--- src/rtl/lcis_engine.sv ---
// Longest monotonic run finder: streams an array from single-port RAM and writes back
// the length and start offset of the longest run under the selected ordering.
module lcis_engine #(
    parameter int ADDR_WIDTH = 16,
    parameter int DATA_WIDTH = 16,
    parameter int SIGNED     = 1,
    parameter int RD_LATENCY = 1
) (
    input  logic                  clk,
    input  logic                  rst_n,
    input  logic                  order_valid,
    input  logic [ADDR_WIDTH-1:0] order_start,
    input  logic [ADDR_WIDTH-1:0] order_len,
    input  logic [ADDR_WIDTH-1:0] order_back,
    input  logic [1:0]            order_mode,
    output logic                  order_busy,
    output logic                  order_done,
    output logic [ADDR_WIDTH-1:0] ram_addr,
    output logic                  ram_write_req,
    output logic [DATA_WIDTH-1:0] ram_write_data,
    input  logic [DATA_WIDTH-1:0] ram_read_data
);

    localparam logic [2:0] S_IDLE   = 3'd0;
    localparam logic [2:0] S_READ   = 3'd1;
    localparam logic [2:0] S_DRAIN  = 3'd2;
    localparam logic [2:0] S_WB_LEN = 3'd3;
    localparam logic [2:0] S_WB_IDX = 3'd4;

    localparam int EXT_W = (ADDR_WIDTH > DATA_WIDTH) ? ADDR_WIDTH : DATA_WIDTH;
    localparam bit IS_SIGNED = (SIGNED != 0);

    logic [2:0]            state_q, state_d;
    logic [ADDR_WIDTH-1:0] start_q, start_d;
    logic [ADDR_WIDTH-1:0] len_q, len_d;
    logic [ADDR_WIDTH-1:0] back_q, back_d;
    logic [1:0]            mode_q, mode_d;
    logic [ADDR_WIDTH-1:0] cnt_q, cnt_d;
    logic [ADDR_WIDTH-1:0] rx_q, rx_d;
    logic [DATA_WIDTH-1:0] prev_q, prev_d;
    logic [ADDR_WIDTH-1:0] cur_len_q, cur_len_d;
    logic [ADDR_WIDTH-1:0] cur_start_q, cur_start_d;
    logic [ADDR_WIDTH-1:0] best_len_q, best_len_d;
    logic [ADDR_WIDTH-1:0] best_start_q, best_start_d;
    logic [RD_LATENCY-1:0] vld_pipe_q, vld_pipe_d;
    logic [ADDR_WIDTH-1:0] ram_addr_q, ram_addr_d;
    logic                  ram_write_req_q, ram_write_req_d;
    logic [DATA_WIDTH-1:0] ram_write_data_q, ram_write_data_d;
    logic                  done_q, done_d;

    logic                  dat_vld;
    logic                  lt, eq, keep;
    logic [EXT_W-1:0]      len_ext, idx_ext;

    assign order_busy     = (state_q != S_IDLE);
    assign order_done     = done_q;
    assign ram_addr       = ram_addr_q;
    assign ram_write_req  = ram_write_req_q;
    assign ram_write_data = ram_write_data_q;

    // Bit k set means the address issued k+1 cycles ago is still in flight.
    assign dat_vld = vld_pipe_q[RD_LATENCY-1];

    always_comb begin
        lt = IS_SIGNED ? ($signed(prev_q) < $signed(ram_read_data)) : (prev_q < ram_read_data);
        eq = (prev_q == ram_read_data);
        case (mode_q)
            2'b00:   keep = lt;
            2'b01:   keep = lt | eq;
            2'b10:   keep = !lt && !eq;
            default: keep = !lt;
        endcase
    end

    always_comb begin
        state_d          = state_q;
        start_d          = start_q;
        len_d            = len_q;
        back_d           = back_q;
        mode_d           = mode_q;
        cnt_d            = cnt_q;
        rx_d             = rx_q;
        prev_d           = prev_q;
        cur_len_d        = cur_len_q;
        cur_start_d      = cur_start_q;
        best_len_d       = best_len_q;
        best_start_d     = best_start_q;
        vld_pipe_d       = RD_LATENCY'({vld_pipe_q, (state_q == S_READ)});
        ram_addr_d       = '0;
        ram_write_req_d  = 1'b0;
        ram_write_data_d = ram_write_data_q;
        done_d           = 1'b0;

        if (dat_vld) begin
            prev_d = ram_read_data;
            rx_d   = rx_q + ADDR_WIDTH'(1);
            if (rx_q == '0 || !keep) begin
                cur_len_d   = ADDR_WIDTH'(1);
                cur_start_d = rx_q;
            end else begin
                cur_len_d   = cur_len_q + ADDR_WIDTH'(1);
            end
            // Strict compare keeps the earliest run when lengths tie.
            if (cur_len_d > best_len_q) begin
                best_len_d   = cur_len_d;
                best_start_d = cur_start_d;
            end
        end

        len_ext = EXT_W'(best_len_d);
        idx_ext = EXT_W'(best_start_q);

        case (state_q)
            S_IDLE: begin
                if (order_valid) begin
                    start_d      = order_start;
                    len_d        = order_len;
                    back_d       = order_back;
                    mode_d       = order_mode;
                    cnt_d        = ADDR_WIDTH'(1);
                    rx_d         = '0;
                    prev_d       = '0;
                    cur_len_d    = '0;
                    cur_start_d  = '0;
                    best_len_d   = '0;
                    best_start_d = '0;
                    if (order_len != '0) begin
                        state_d    = S_READ;
                        ram_addr_d = order_start;
                    end else begin
                        state_d          = S_WB_LEN;
                        ram_addr_d       = order_back;
                        ram_write_req_d  = 1'b1;
                        ram_write_data_d = '0;
                    end
                end
            end
            S_READ: begin
                if (cnt_q == len_q) begin
                    state_d = S_DRAIN;
                end else begin
                    ram_addr_d = start_q + cnt_q;
                    cnt_d      = cnt_q + ADDR_WIDTH'(1);
                end
            end
            S_DRAIN: begin
                // The final datum is folded in on the same edge that issues the length write.
                if (dat_vld && rx_q == len_q - ADDR_WIDTH'(1)) begin
                    state_d          = S_WB_LEN;
                    ram_addr_d       = back_q;
                    ram_write_req_d  = 1'b1;
                    ram_write_data_d = len_ext[DATA_WIDTH-1:0];
                end
            end
            S_WB_LEN: begin
                state_d          = S_WB_IDX;
                ram_addr_d       = back_q + ADDR_WIDTH'(1);
                ram_write_req_d  = 1'b1;
                ram_write_data_d = idx_ext[DATA_WIDTH-1:0];
            end
            S_WB_IDX: begin
                state_d = S_IDLE;
                done_d  = 1'b1;
            end
            default: state_d = S_IDLE;
        endcase
    end

    always_ff @(posedge clk or negedge rst_n) begin
        if (!rst_n) begin
            state_q          <= S_IDLE;
            start_q          <= '0;
            len_q            <= '0;
            back_q           <= '0;
            mode_q           <= '0;
            cnt_q            <= '0;
            rx_q             <= '0;
            prev_q           <= '0;
            cur_len_q        <= '0;
            cur_start_q      <= '0;
            best_len_q       <= '0;
            best_start_q     <= '0;
            vld_pipe_q       <= '0;
            ram_addr_q       <= '0;
            ram_write_req_q  <= 1'b0;
            ram_write_data_q <= '0;
            done_q           <= 1'b0;
        end else begin
            state_q          <= state_d;
            start_q          <= start_d;
            len_q            <= len_d;
            back_q           <= back_d;
            mode_q           <= mode_d;
            cnt_q            <= cnt_d;
            rx_q             <= rx_d;
            prev_q           <= prev_d;
            cur_len_q        <= cur_len_d;
            cur_start_q      <= cur_start_d;
            best_len_q       <= best_len_d;
            best_start_q     <= best_start_d;
            vld_pipe_q       <= vld_pipe_d;
            ram_addr_q       <= ram_addr_d;
            ram_write_req_q  <= ram_write_req_d;
            ram_write_data_q <= ram_write_data_d;
            done_q           <= done_d;
        end
    end

endmodule
--- config.mk ---
export PLATFORM = sky130hd
export DESIGN_NAME = lcis_engine
export DESIGN_NICKNAME = d
export VERILOG_FILES = /design/src/rtl/lcis_engine.sv
export SDC_FILE = /design/constraint.sdc
export NUM_CORES = 1
export LEC_CHECK = 0
export ABC_AREA = 1
export BUFFER_PORTS_ARGS = -buffer_cell sky130_fd_sc_hd__buf_4
export CELL_PAD_IN_SITES_DETAIL_PLACEMENT = 1
export CELL_PAD_IN_SITES_GLOBAL_PLACEMENT = 2
export CORE_ASPECT_RATIO = 0.9
export CORE_MARGIN = 2
export CORE_UTILIZATION = 35
export DETAILED_ROUTE_END_ITERATION = 16
export PLACE_DENSITY = 0.82
export SYNTH_ARGS = -nofsm -noshare
export SYNTH_HDL_FRONTEND = slang
export SYNTH_SLANG_ARGS = --single-unit
--- constraint.sdc ---
create_clock -name clk -period 4.8 [get_ports clk]
set_input_delay 0.24 -clock clk [delete_from_list [all_inputs] [get_ports clk]]
set_output_delay 0.24 -clock clk [all_outputs]
set_load 0.01 [all_outputs]
==> results.yml <==
outcome:
  status: "completed"
critical_path:
  worstSetupStartpointType: "register"
  cpMostUsedCell: "nor2_1"
  path_max_fanout: 32
  worstRegToRegCells: 29
  crit_type: "register to register"
  arrival_ps: 4350
  required_ps: 5100
  cp_slowest_cell: "dfrtp_1"
  crit_path_end_kind: "register"
  max_stage_delay_ps: 410
synthesis:
  synth_top_area_share_pct: 42.7
  ys_ff_latch: 200
  async_flop_share_pct: 100
  synth.most_common_cell: "nand2_1"
  yosysWarnings: 0
  synth-edff-count: 0
  syn_avg_cell_area_sq_um: 7.66
  yosys.area.top_type: "dfrtp_1"
  syn-instance-count: 1531
  ys_seq_area_share_pct: 42.7
  yosys-top-cells-count: "nand2_1, inv_1, dfrtp_1"
  ys.flop_type: "dfrtp_1"
  synthTopCellsByArea: "dfrtp_1, nand2_1, inv_1, o21ai_0, ha_1"
  syn_nets: 1653
  synth_area_sq_um: 11700
  ys_types: 53
run:
  cap_violations: 0
sta:
  finalCritPeriodShare_pct: 84.5
  fmax_ghz: 0.247
  rsz0062_at_grt: "false"
  relSlewSlack_pct: 27.0
  setup_tns_ps: 0
  final_hold_viol_count: 0
  setup_viol: 0
  worstMarginPinSlew_ps: 1090
  period_needed_ps: 4060
  final_max_slew_viol_count: 0
  skew_ps: 14.3
route:
  drt_iter0_markers: 507
  routedWlPerCell_um: 16.9
  drc_errors: 0
  vias: 10500
  postRouteAntennaNets: 0
  vias_per_cell: 5.09
  wl_um: 34700
  first_pass_iters: 4
global_routing:
  grt_pass1_vias: 10800
  grt_pass1_wl_um: 58200
  grt_max_degree: 108
  antenna_found_initial: 0
  overflow: 0
  grt.total_usage_pct: 20.9
cts:
  cts_sinks: 200
  clk_latency_ps: 450
  root_buffer: "clkbuf_16"
  path_clk_slew_ps: 80
  cts_setup_buffers: 0
  cts_max_path_buffers: 2
  htreeDepth: 4
  cts_tree: "done"
  cts_buffers: 17
placed_design:
  dp_cells: 2008
  port_buffers: 103
  gp_congestion: 0.818
  dp_hpwl_um: 24600
die:
  start_util_pct: 35.6
  row_count: 63
  die_area_sq_um: 35000
  ios: 104
  coreArea_sq_um: 32900
  die-height_um: 178
  dieWidth_um: 197
layout:
  drive_gt1_share_pct: 11.3
  synthToLayoutAreaGrowth_pct: 16.0
  n_antenna_cell: 0
  fillers: 4060
  final_cells: 2055
  nets: 1742
power_and_ir_drop:
  powerDensity_nw_per_um2: 663
  peakVddDrop_v: 0.000480
  p_leak_nw: 6.81
min_path:
  holdPathStages: 3
  hold_class: "input port to register"
[per-stage QoR]
step	util, %	setup WS, ps	hold slack, ps	total power, mW	cell area [sq um]
2_1_floorplan	-	1390	-55.6	6.11	11700
3_3_place_gp	39.1	708	450	7.45	12900
3_5_place_dp	39.1	530	451	7.61	12900
4_1_cts	41.3	458	0.0556	9.11	13600
5_1_grt	41.3	42.1	0.0430	9.95	13600
6_report	41.3	745	12.5	9.01	13600
[worst max-delay path: cells and delay by family (launching register included)]
kind | cells | cell delay [ps]
flops | 1 | 410
simple gates | 19 | 2480
buf+inv | 8 | 540
compound gates | 1 | 170
fa+ha+maj | 1 | 300
[per-layer routing]
| metal | routed length, um | global-route usage, % |
|---|---|---|
| met1 | 18300 | 31.4 |
| met2 | 15000 | 32.2 |
| met3 | 1070 | 2.81 |
| met4 | 242 | 3.98 |
| met5 | 0 | 0 |
[timing repair]
item	CTS	global route
hold endpoints to repair	105	0
endpoints found under the setup margin	0	48
gates resized for setup	0	1
hold buffers	15	0
[worst paths after layout]
check                           startpoint               to  slack (ps)
max                           cur_len_q[2]    best_len_q[8]         740
min                          order_back[6]        back_q[6]          10
max reg2reg                   cur_len_q[2]    best_len_q[8]         740
min reg2reg                cur_start_q[15]  cur_start_q[15]         480
max in group asynchronous            rst_n         len_q[3]        3240
min in group asynchronous            rst_n    best_len_q[5]         500
[area by class of cell]
cell class              count  area, sq um  area share (%)
flip-flops and latches    200         5000            36.8
repair buffers            131         1040            7.65
clock buffers              21          460            3.39
multi-input cells        1055         5660            41.6
clock inverters            11         97.6           0.718
well taps                 422          528            3.88
inverters                 215          810            5.95
[where the power goes]
group / internal [mW] / switching (mW) / total (mW)
clock: 0.744 / 0.700 / 1.44
combinational: 1.62 / 3.05 / 4.67
sequential: 2.39 / 0.501 / 2.90
[layout by cell type, fill, tap and decap left out, types with 3 or more instances in the layout]
cell	n
nand2_1	319
inv_1	213
dfrtp_1	200
o21ai_0	146
nor2_1	139
buf_4	114
a21oi_1	113
nand3_1	77
ha_1	52
nor3_1	41
xor2_1	25
nand4_1	20
xnor2_1	17
clkbuf_16	17
o21bai_1	16
dlygate4sd3_1	15
o2111ai_1	11
a21oi_2	10
o211ai_1	8
nor4_1	7
nand2_2	5
nor3b_1	4
clkinv_2	4
clkinvlp_4	4
nor2_2	3
nor2_4	3
nor3_2	3
o221ai_1	3
a31oi_1	3
o211a_1	3
clkbuf_8	3
[cell families (layout without fill, tap and decap cells)]
logic type                 count (synthesis)  count (layout)  share of synthesized area [%]
adders and majority gates                 53              53                           5.72
xor gates and xnor gates                  42              42                           3.14
AOI/OAI and AO/OA                        327             327                           15.9
buffers and inverters                    276             378                           9.16
and+or+nand+nor                          633             633                           23.4
DFF                                      200             200                           42.7
Power figures use the tool's default switching activity.
